--- config.mk ---
export PLATFORM = sky130hd
export DESIGN_NAME = fp_align_add
export DESIGN_NICKNAME = d
export VERILOG_FILES = /design/src/rtl/fp_pkg.sv /design/src/rtl/fp_unpack.sv /design/src/rtl/fp_align_add.sv
export SDC_FILE = /design/constraint.sdc
export NUM_CORES = 1
export LEC_CHECK = 0
export CAP_MARGIN = 20
export CORE_MARGIN = 1
export CORE_UTILIZATION = 35
export CTS_BUF_LIST = sky130_fd_sc_hd__clkbuf_2
export DETAILED_ROUTE_END_ITERATION = 8
export GPL_ROUTABILITY_DRIVEN = 0
export GPL_TIMING_DRIVEN = 1
export PLACE_DENSITY = 0.68
export SKIP_CTS_REPAIR_TIMING = 1
export SYNTH_ARGS = -nofsm -noshare
export SYNTH_HDL_FRONTEND = slang
export SYNTH_SLANG_ARGS = --single-unit
export TNS_END_PERCENT = 20
--- constraint.sdc ---
create_clock -name clk -period 3.75 [get_ports clk]
set_input_delay 0.75 -clock clk [delete_from_list [all_inputs] [get_ports clk]]
set_output_delay 0.75 -clock clk [all_outputs]
set_load 0.005 [all_outputs]
--- src/rtl/fp_pkg.sv ---
// Shared types and constants for the binary32 add/sub front end.
package fp_pkg;

  localparam int EXP_W  = 8;
  localparam int MANT_W = 23;
  localparam int SUM_W  = 25;
  localparam logic [EXP_W-1:0] EXP_MAX = 8'hFF;
  localparam int BIAS   = 127;

  typedef enum logic [1:0] {
    IDLE,
    ALIGN,
    ADD,
    HOLD
  } state_t;

  typedef struct packed {
    logic              sign;
    logic [EXP_W-1:0]  exp;
    logic [MANT_W:0]   mant;
  } fp_unp_t;

endpackage

--- src/rtl/fp_unpack.sv ---
// Splits a binary32 word into sign, exponent and hidden-bit mantissa; combinational.
// Denormals get hidden=0 and keep their raw exponent field of 0.
module fp_unpack
  import fp_pkg::*;
(
  input  logic [31:0] i_fp,
  output fp_unp_t     o_unp,
  output logic        o_is_inf_nan
);

  logic [EXP_W-1:0] w_exp;

  assign w_exp          = i_fp[30:23];
  assign o_unp.sign     = i_fp[31];
  assign o_unp.exp      = w_exp;
  assign o_unp.mant     = {(w_exp != '0), i_fp[MANT_W-1:0]};
  assign o_is_inf_nan   = (w_exp == EXP_MAX);

endmodule

--- src/rtl/fp_align_add.sv ---
// Swap/align/add front end: result valid 1 + ceil(diff/SHIFT_STEP) cycles after accept.
// One operation in flight; result held in HOLD until out_ready, in_ready only in IDLE.
module fp_align_add
  import fp_pkg::*;
#(
  parameter int SHIFT_STEP  = 4,
  parameter int ALIGN_LIMIT = 25
) (
  input  logic             clk,
  input  logic             rst_n,
  input  logic             in_valid,
  output logic             in_ready,
  input  logic [31:0]      a,
  input  logic [31:0]      b,
  input  logic             op,
  output logic             out_valid,
  input  logic             out_ready,
  output logic [SUM_W-1:0] sum,
  output logic [EXP_W-1:0] new_exponent,
  output logic             sign_a,
  output logic             sign_b,
  output logic             result_sign,
  output logic             exc_operand
);

  state_t r_state;
  state_t w_state_nxt;

  logic [MANT_W:0]  r_mx;
  logic [MANT_W:0]  r_my;
  logic [EXP_W-1:0] r_ex;
  logic [EXP_W-1:0] r_diff;
  logic             r_sx;
  logic             r_sy;
  logic             r_exc_lat;

  logic             r_out_valid;
  logic [SUM_W-1:0] r_sum;
  logic [EXP_W-1:0] r_new_exp;
  logic             r_sign_a;
  logic             r_sign_b;
  logic             r_result_sign;
  logic             r_exc;

  fp_unp_t w_ua;
  fp_unp_t w_ub;
  fp_unp_t w_ub_eff;
  fp_unp_t w_x;
  fp_unp_t w_y;
  logic    w_exc_a;
  logic    w_exc_b;

  fp_unpack u_unpack_a (
    .i_fp         (a),
    .o_unp        (w_ua),
    .o_is_inf_nan (w_exc_a)
  );

  fp_unpack u_unpack_b (
    .i_fp         (b),
    .o_unp        (w_ub),
    .o_is_inf_nan (w_exc_b)
  );

  // Magnitude order is the plain {exp, frac} compare; a tie keeps A as X.
  logic             w_a_ge_b;
  logic [EXP_W-1:0] w_diff_raw;
  logic             w_flush;
  logic [EXP_W-1:0] w_diff_init;

  always_comb begin
    w_ub_eff      = w_ub;
    w_ub_eff.sign = w_ub.sign ^ op;
  end

  assign w_a_ge_b    = (a[30:0] >= b[30:0]);
  assign w_x         = w_a_ge_b ? w_ua : w_ub_eff;
  assign w_y         = w_a_ge_b ? w_ub_eff : w_ua;
  assign w_diff_raw  = w_x.exp - w_y.exp;
  assign w_flush     = (w_diff_raw >= EXP_W'(ALIGN_LIMIT));
  assign w_diff_init = w_flush ? '0 : w_diff_raw;

  logic [EXP_W-1:0] w_step;
  logic [EXP_W-1:0] w_diff_nxt;
  logic [MANT_W:0]  w_my_shift;

  assign w_step     = (r_diff < EXP_W'(SHIFT_STEP)) ? r_diff : EXP_W'(SHIFT_STEP);
  assign w_diff_nxt = r_diff - w_step;
  assign w_my_shift = r_my >> w_step;

  logic             w_same_sign;
  logic [SUM_W-1:0] w_add;
  logic [MANT_W:0]  w_sub;
  logic [SUM_W-1:0] w_sum;
  logic             w_rsign;

  assign w_same_sign = (r_sx == r_sy);
  assign w_add       = {1'b0, r_mx} + {1'b0, r_my};
  assign w_sub       = r_mx - r_my;
  assign w_sum       = w_same_sign ? w_add : {1'b0, w_sub};
  // An exact cancellation is reported as +0 regardless of operand order.
  assign w_rsign     = (!w_same_sign && (w_sub == '0)) ? 1'b0 : r_sx;

  always_ff @(posedge clk or negedge rst_n) begin
    if (!rst_n) begin
      r_state <= IDLE;
    end else begin
      r_state <= w_state_nxt;
    end
  end

  always_comb begin
    w_state_nxt = r_state;
    case (r_state)
      IDLE:  if (in_valid) w_state_nxt = (w_diff_init != '0) ? ALIGN : ADD;
      ALIGN: if (w_diff_nxt == '0) w_state_nxt = ADD;
      ADD:   w_state_nxt = HOLD;
      HOLD:  if (out_ready) w_state_nxt = IDLE;
      default: w_state_nxt = IDLE;
    endcase
  end

  always_ff @(posedge clk or negedge rst_n) begin
    if (!rst_n) begin
      r_mx          <= '0;
      r_my          <= '0;
      r_ex          <= '0;
      r_diff        <= '0;
      r_sx          <= 1'b0;
      r_sy          <= 1'b0;
      r_exc_lat     <= 1'b0;
      r_out_valid   <= 1'b0;
      r_sum         <= '0;
      r_new_exp     <= '0;
      r_sign_a      <= 1'b0;
      r_sign_b      <= 1'b0;
      r_result_sign <= 1'b0;
      r_exc         <= 1'b0;
    end else begin
      case (r_state)
        IDLE: begin
          if (in_valid) begin
            r_mx      <= w_x.mant;
            r_my      <= w_flush ? '0 : w_y.mant;
            r_ex      <= w_x.exp;
            r_diff    <= w_diff_init;
            r_sx      <= w_x.sign;
            r_sy      <= w_y.sign;
            r_exc_lat <= w_exc_a | w_exc_b;
          end
        end
        ALIGN: begin
          r_my   <= w_my_shift;
          r_diff <= w_diff_nxt;
        end
        ADD: begin
          r_sum         <= w_sum;
          r_new_exp     <= r_ex;
          r_sign_a      <= r_sx;
          r_sign_b      <= r_sy;
          r_result_sign <= w_rsign;
          r_exc         <= r_exc_lat;
          r_out_valid   <= 1'b1;
        end
        HOLD: begin
          if (out_ready) r_out_valid <= 1'b0;
        end
        default: ;
      endcase
    end
  end

  assign in_ready     = (r_state == IDLE);
  assign out_valid    = r_out_valid;
  assign sum          = r_sum;
  assign new_exponent = r_new_exp;
  assign sign_a       = r_sign_a;
  assign sign_b       = r_sign_b;
  assign result_sign  = r_result_sign;
  assign exc_operand  = r_exc;

endmodule

After elaboration in Yosys (flattened, before gate mapping)
Index checks and enable logic that the tools add are counted.
- register bits after elaboration: 107
- input bits: 69
- word-level logic and storage cells: 66
- mux-type cells: 18
- bitwise gates (word level): 2
- shifts and indexed selects: 1
- reductions and logical operators: 14
- $lt $le $gt $ge: 3
- eq/ne operators: 9
- add/subtract/negate cells: 4
- operators with widths (kind ; count):
    33-bit two-way mux ; 2
    24-bit two-way mux ; 2
    24-bit case mux with 2 select lines ; 1
    31-bit >= comparator ; 1
    24-bit by 24-bit adder with 25-bit output ; 1
    25-bit two-way mux ; 1
    24-bit zero test ; 1
    8-bit two-way mux ; 3
    8-bit nonzero test ; 3
    24-bit by 8-bit >> shifter with 24-bit output ; 1
    24-bit subtractor ; 1
    8-bit == test (second input constant) ; 2
    8-bit case mux with 2 select lines ; 1
    8-bit subtractor ; 2
    8-bit by 5-bit >= comparator with 1-bit output (second input constant) ; 1
    8-bit zero test ; 1
    8-bit by 3-bit less-than comparator with 1-bit output (second input constant) ; 1
    2-bit two-way mux ; 4
    2-bit case mux with 4 select lines ; 1
    2-bit inequality test (second input constant) ; 3
    2-bit AND reduction ; 3
    2-bit == test (second input constant) ; 2
    2-bit nonzero test ; 2
    3-bit AND reduction ; 1
    9 further kinds ; 10

Longest topological paths before layout
Gate-level depths: netlist of the first run.
- depth after elaboration: 9
- gate-level depth with buffers: 15

Cells and area by module
From an unflattened synthesis of the first run, not the netlist that was laid out.
- cells, all modules: 1341
- area total of the unflattened synthesis: 10637.7 sq um
- by module, submodules not included (module ; instances ; cells each ; area an instance (sq um) ; seq. area each (sq um)):
    fp_align_add ; 1 ; 1265 ; 10092.2 ; 2677.6
    fp_unpack ; 2 ; 38 ; 272.8 ; 0.0

Worst setup path before layout of the first run
No wires, ideal clock.
- kind: input to register
- from: input b[10]
- to: register r_state[1]
- data required time: 3627 ps
- stages on the path: 13
- arrival: 3646 ps
- slack: -19 ps
- cell sequence: inv_1 > ha_1 > a21oi_1 > o21ai_1 > a2111o_1 > o21ai_2 > and4_1 > o31ai_1 > o21a_1 > or4_4 > a32oi_4 > nand2_1 > o221a_2
- cells in the longest elaborated chain, start to end: 9
- ends and longest elaborated chain (what ; line ; source):
    start: declaration ; fp_align_add.sv:14 ; input logic [31:0] b,
    31-bit >= comparator * ; fp_align_add.sv:76 ; assign w_a_ge_b = (a[30:0] >= b[30:0]);
    33-bit two-way mux, on equally long branches ; fp_align_add.sv:77, fp_align_add.sv:78 ;
    8-bit subtractor * ; fp_align_add.sv:79 ; assign w_diff_raw = w_x.exp - w_y.exp;
    8-bit by 5-bit >= comparator with 1-bit output ; fp_align_add.sv:80 ; assign w_flush = (w_diff_raw >= EXP_W'(ALIGN_LIMIT));
    8-bit two-way mux * ; fp_align_add.sv:81 ; assign w_diff_init = w_flush ? '0 : w_diff_raw;
    8-bit nonzero test * ; fp_align_add.sv:115 ; IDLE: if (in_valid) w_state_nxt = (w_diff_init != '0) ? ALIGN : ADD;
    2-bit two-way mux * (2 in a row) ; fp_align_add.sv:115 ;
    2-bit case mux with 4 select lines * ; fp_align_add.sv:114 ; case (r_state)
    end signal: assignment ; fp_align_add.sv:108 ; r_state <= w_state_nxt;
    end: declaration ; fp_align_add.sv:26 ; state_t r_state;
Every way passes the cells marked *; elsewhere a longest branch is shown, timed or not. The select of a mux whose other input is x is not followed.
A chain may end at the register's enable or synchronous reset.

Final worst setup path of the first run
- from: input a[2]
- to: register r_state[1]
- cells in the longest elaborated chain, start to end: 9
- ends and longest elaborated chain (what ; line ; source):
    start: declaration ; fp_align_add.sv:13 ; input logic [31:0] a,
    31-bit >= comparator * ; fp_align_add.sv:76 ;
    33-bit two-way mux, on equally long branches ; fp_align_add.sv:77, fp_align_add.sv:78 ;
    8-bit subtractor * ; fp_align_add.sv:79 ;
    8-bit by 5-bit >= comparator with 1-bit output ; fp_align_add.sv:80 ;
    8-bit two-way mux * ; fp_align_add.sv:81 ;
    8-bit nonzero test * ; fp_align_add.sv:115 ;
    2-bit two-way mux * (2 in a row) ; fp_align_add.sv:115 ;
    2-bit case mux with 4 select lines * ; fp_align_add.sv:114 ;
Marked as above.

==> flow_summary.ini, run 1 <==
[grt]
track_usage_pct = 19.5
busiest_layer = met2
antenna_found_initial = 1
grt_pass1_vias = 8724
grt_max_degree = 59
grtUsageMet1_pct = 29.1
grt.overflow.total = 0
grt_pass1_wl_um = 44300
use_met3_pct = 1.88
use_met2_pct = 29.3

[timing]
fin_setup_tns_ps = 0
clock.fmax_mhz = 270
hold_ws_ps = 60.9
final.setup_skew_ps = 48.0
min_period_over_period_pct = 98.8
tightest_slew_ps = 959
setup_viol = 0
min_period_ps = 3710
grt_setup_unrepaired = yes
maxSlewHeadroom_pct = 36.0
slew_violations = 0
hold_violations = 0

[cts]
clk_pin_slew_ps = 350
clock_sinks = 107
ctsRootBufferMaster = clkbuf_2
cts_buffers = 9
h-tree-depth = 3
clk_latency_ps = 690
clk_path_buf_depth = 2
cts_tree = yes

[power_and_ir_drop]
power.total_mw = 8.91
p_per_area_mw_per_mm2 = 713
p_leak_nw = 5.69
ir_drop_v = 0.000250

[finish]
drive_gt1_share_pct = 19.1
layout_commonest_cell = buf_4
nets = 1556
syn2layout_area_growth_pct = 31.1
final_cells = 1752
layout_common_cells = 139 x buf_4, 133 x a21oi_1, 128 x nand2_1

[yosys]
synthArstFlopShare_pct = 100
synth_edf_count = 0
ys_seq_elements = 107
synth-main-ff-cell = dfrtp_1
syn-num-nets = 1359
synth_cell_type_count = 76
avgSynthCellArea_um2 = 7.91
yosysWarnings = 0
synthesis.area_mm2 = 0.00954
synthCells = 1205
synth-seq-area-share_pct = 28.1

[worst_setup_path]
worstSetupPathType = input port to register
crit_chain = clkdlybuf4s50_1 -> ha_4 -> nand3_2 -> nor4_1 -> a2111o_1 -> o21a_4 -> buf_4 -> nor2_4 -> mux2i_1 -> xor2_1 -> or4_4 -> a32oi_4 -> buf_12 -> nand2_1 -> o221a_2
reg2reg_setup_slack_ps = 200
worstPathArrival_ps = 4310
critPathMaxStageDelay_ps = 530
crit_start = a[2]
cp.depth = 15
required_ps = 4360
worstPathMaxFanout = 6
cp-start-kind = input port
crit_slowest_cell = clkdlybuf4s50_1
ff2ff_path_depth = 13
crit_family = compound AO/OA/AOI/OAI gates
cp_num_buf_inv = 3
rr_startpoint = r_diff[3]
crit_path_end_kind = register

[die]
die_area_mm2 = 0.0279
die-width_um = 167
fp.dieH_um = 167
core_mm2 = 0.0269
pin_count = 108
std_cell_rows = 60
start_util_pct = 35.5

[detailed_routing]
first_pass_iters = 5
via_per_inst = 5.42
first_iter_violations = 713
via_count = 9501
postRouteAntennaNets = 0
routed_wl_um = 28200
drcViolationCount = 0
wire_per_inst_um = 16.1

[outcome]
outcome = complete, no violations

[placement]
placed_cells = 1723
io_buffers = 107
place_hpwl_um = 21700

[hold_path]
worstHoldPathType = input port to async pin

[job]
maxCapViolCount = 0
## layout make-up
class,count,area (um^2)
Tap cell,341,427
Multi-Input combinational cell,936,6660
Clock buffer,10,50.0
Timing Repair Buffer,248,2240
Antenna cell,4,10.0
Clock inverter,6,58.8
Fill cell,2599,14400
Inverter,100,375
Sequential cell,107,2680
## kinds of logic after synthesis
family	share of synthesized area, %
AO/OA/AOI/OAI	24.7
XOR/XNOR	4.04
adder cells (fa/ha/maj)	11.3
buffers and inverters	6.59
flip-flops	28.1
multiplexers	8.55
other	0.0393
AND/OR/NAND/NOR	16.7
## sequential cells by signal (all words and copies together) (netlist names), 2 cells and up
signal,count
r_my,24
r_diff,8
r_mx,24
r_ex,8
r_state,2
new_exponent,8
sum,25
## worst register-to-register path, delay by kind of cell, from the launching register on
| kind | cells | cell delay, ps |
|---|---|---|
| and+or+nand+nor | 7 | 1720 |
| AOI/OAI and AO/OA | 4 | 930 |
| DFF | 1 | 520 |
| adders and majority gates | 1 | 190 |
| xor gates and xnor gates | 1 | 140 |
## routing by layer
metal | routed length, um | vias to the layer above | part of all wire [%]
met2 | 12300 | 370 | 44
met5 | 0 | - | 0
li1 | - | 4702 | -
met4 | 698 | 0 | 2.5
met1 | 13700 | 4390 | 48
met3 | 1500 | 39 | 5.3
## cell usage after synthesis, types with 12 or more instances
master / instances / area, um^2
clkbuf_1: 60 / 225
nand2_1: 131 / 492
o21ai_0: 105 / 526
nor4_1: 12 / 75.1
inv_1: 99 / 372
mux2_2: 24 / 270
a21oi_1: 135 / 676
ha_1: 83 / 1040
nor3_1: 21 / 105
nand4_1: 15 / 93.8
a31oi_1: 12 / 75.1
xnor2_1: 34 / 298
nand3_1: 13 / 65.1
dfrtp_1: 107 / 2680
o21ai_1: 16 / 80.1
mux2i_1: 41 / 410
nor2_1: 105 / 394
o211ai_1: 12 / 90.1
## path summary, 6_finish.rpt
check	endpoint
min in group clk	r_mx[1]
max in group asynchronous	sum[21]
worst min register to register	r_exc_lat
worst min-delay path	r_my[5]
worst max-delay path	r_state[1]
worst max register to register	r_state[1]
## power breakdown
group / switching [mW] / internal, mW / total, mW
clock network: 0.441 / 0.106 / 0.547
logic: 3.43 / 2.84 / 6.27
registers: 0.450 / 1.64 / 2.09
total: 4.32 / 4.59 / 8.91
## metrics by stage
step | setup WS (ps) | instance area, um^2 | util [%]
after floorplan | 1.96 | 9550 | -
after global placement | -783 | 11800 | 44.0
after detailed placement | -923 | 11800 | 44.0
after CTS | -214 | 11900 | 44.4
after global routing | -77.3 | 12500 | 46.5
final | 45.0 | 12500 | 46.5
(Power assumes the default switching activity.)
==> inputs of run 2 (changes only) <==
Settings changed: ABC_AREA from default to 1, GPL_ROUTABILITY_DRIVEN 0 to default.
==> flow_summary.ini, run 2 <==
[detailed_routing]
wire_per_inst_um = 15.1
drcViolationCount = 0
via_count = 10200
first_pass_iters = 7
first_iter_violations = 818
routed_wl_um = 30600
via_per_inst = 5.06
postRouteAntennaNets = 0

[finish]
syn2layout_area_growth_pct = 24.5
utilization_pct = 44.7
largest_register_ffs = 25
drive_gt1_share_pct = 10.9
layout_common_cells = 393 x nand2_1, 167 x inv_1, 141 x o21ai_0
layout_commonest_cell = nand2_1
fillCellCount = 2812
final_cells = 2021
nets = 1797

[placement]
placed_cells = 2004
place.gp.congestion = 0.891
io_buffers = 107
place_hpwl_um = 24800

[worst_setup_path]
worstPathMaxFanout = 8
worstSetupPathType = input port to register
reg2reg_setup_slack_ps = 530
required_ps = 4320
crit_end = r_state[0]
r2r-end = result_sign
rr_startpoint = r_my[2]
ff2ff_path_depth = 17
crit_path_end_kind = register
worstPathArrival_ps = 4010
cp-start-kind = input port
crit_start = b[12]

[yosys]
synthCells = 1468
ys_seq_elements = 107
synthesis.area_mm2 = 0.00974
yosysWarnings = 0
yosys-top-cells-area = dfrtp_1 27%, nand2_1 15%, ha_1 11%, o21ai_0 7.3%, inv_1 6.4%
synth_top_area_share_pct = 27.5
synth_cell_type_count = 51
yosys.area.top_type = dfrtp_1
synth-main-ff-cell = dfrtp_1
synth-seq-area-share_pct = 27.5
synthArstFlopShare_pct = 100
avgSynthCellArea_um2 = 6.63
ys_top_cells_by_count = 393 x nand2_1, 167 x inv_1, 143 x o21ai_0
synth_edf_count = 0
syn-num-nets = 1622
yosysMostFrequentCell = nand2_1

[die]
fp.dieH_um = 169
die-width_um = 169
core_mm2 = 0.0271
die_area_mm2 = 0.0285
std_cell_rows = 60
pin_count = 108
start_util_pct = 35.9

[cts]
cts_buffers = 9
clk_latency_ps = 690
cts_tree = yes
h-tree-depth = 3
ctsRootBufferMaster = clkbuf_2
clock_sinks = 107
clk_path_buf_depth = 2
clk_pin_slew_ps = 320

[power_and_ir_drop]
p_leak_nw = 5.97
power.total_mw = 10.0
ir_drop_v = 0.000327
p_per_area_mw_per_mm2 = 824

[grt]
antenna_found_initial = 1
grt.overflow.total = 0
grt_max_degree = 57
grt_pass1_vias = 9541
track_usage_pct = 21.8
grt_pass1_wl_um = 49400

[timing]
min_period_over_period_pct = 91.6
grt_setup_unrepaired = no
final.setup_skew_ps = 55.9
setup_viol = 0
maxSlewHeadroom_pct = 33.4
min_period_ps = 3440
clock.fmax_mhz = 291
tightest_slew_ps = 998
hold_violations = 0
slew_violations = 0

[job]
maxCapViolCount = 0

[hold_path]
worstHoldPathType = input port to async pin

[outcome]
outcome = complete, no violations
run 2: power by group:
part | internal, mW | switching, mW
clock | 0.226 | 0.437
sequential | 1.70 | 0.510
combinational | 2.65 | 4.48
run 2: worst max-delay path, cell delays in order:
cell and delay, ps:
clkdlybuf4s50_1 510, inv_1 80, ha_1 290, nand2_1 170, nor2_1 70, nand2_1 100
nor2_1 50, nand2_1 50, nand3_1 80, nor2_2 170, nand2_4 140, nand2_1 110
nand3_2 100, nand2_1 100, nand2_1 80, nand2_1 60, nand2_1 60, nor2_1 150
buf_4 130, inv_1 30, o31ai_1 380, buf_4 180, nand2_1 60, nand2_1 60
nand2_1 40
run 2: how the worst min path moves through the flow:
stage | startpoint | end | slack [ps] | cells past startpoint
6_report | rst_n | sum[1] | 40 | 1
2_1_floorplan | rst_n | exc_operand | 450 | 0
4_1_cts | rst_n | sum[1] | -3 | 1
5_1_grt | rst_n | sum[1] | 30 | 1
3_3_place_gp | r_ex[6] | new_exponent[6] | 460 | 2
3_5_place_dp | exc_operand | exc_operand | 460 | 2
run 2: cell families (layout without fill, tap and decap cells):
logic type / after synthesis / after routing / synth area share, %
buffers and inverters: 241 / 420 / 9.71
AND/OR/NAND/NOR: 634 / 634 / 27.1
other: 1 / 3 / 0.0385
adder cells (fa/ha/maj): 85 / 85 / 11.1
flip-flops: 107 / 107 / 27.5
XOR/XNOR: 32 / 32 / 2.88
AO/OA/AOI/OAI: 368 / 368 / 21.7
run 2: cell type report:
| cell class | count | area [um^2] | area share [%] |
|---|---|---|---|
| Multi-Input combinational cell | 1120 | 6130 | 50.5 |
| Clock buffer | 9 | 45.0 | 0.371 |
| Clock inverter | 6 | 96.3 | 0.795 |
| Sequential cell | 107 | 2680 | 22.1 |
| Timing Repair Buffer | 233 | 2060 | 17.0 |
| Tap cell | 372 | 465 | 3.84 |
| Antenna cell | 2 | 5.00 | 0.0413 |
| Inverter | 172 | 646 | 5.32 |
run 2: layer usage:
metal | up-vias | GRT usage (%) | wire (um)
li1 | 5210 | - | -
met1 | 4706 | 32.2 | 15500
met2 | 283 | 33.2 | 13000
met3 | 21 | 3.16 | 1710
met4 | 0 | 4.98 | 396
met5 | - | 0 | 0
run 2: through the flow:
| stage | worst slack, ps | hold slack, ps | instance area [um^2] | setup TNS, ps |
|---|---|---|---|---|
| after floorplan | 659 | 449 | 9740 | 0 |
| after global placement | -355 | 459 | 12000 | -8050 |
| after detailed placement | -394 | 459 | 12000 | -10200 |
| after CTS | 370 | -2.82 | 12100 | 0 |
| after global routing | 28.0 | 27.8 | 12100 | 0 |
| final | 313 | 39.2 | 12100 | 0 |
==> inputs of run 3 (changes only) <==
Settings changed: CORE_MARGIN 1 to default.
==> results of run 3 <==
Same layout as run 2: the final DEF is identical, and so are final timing and power.
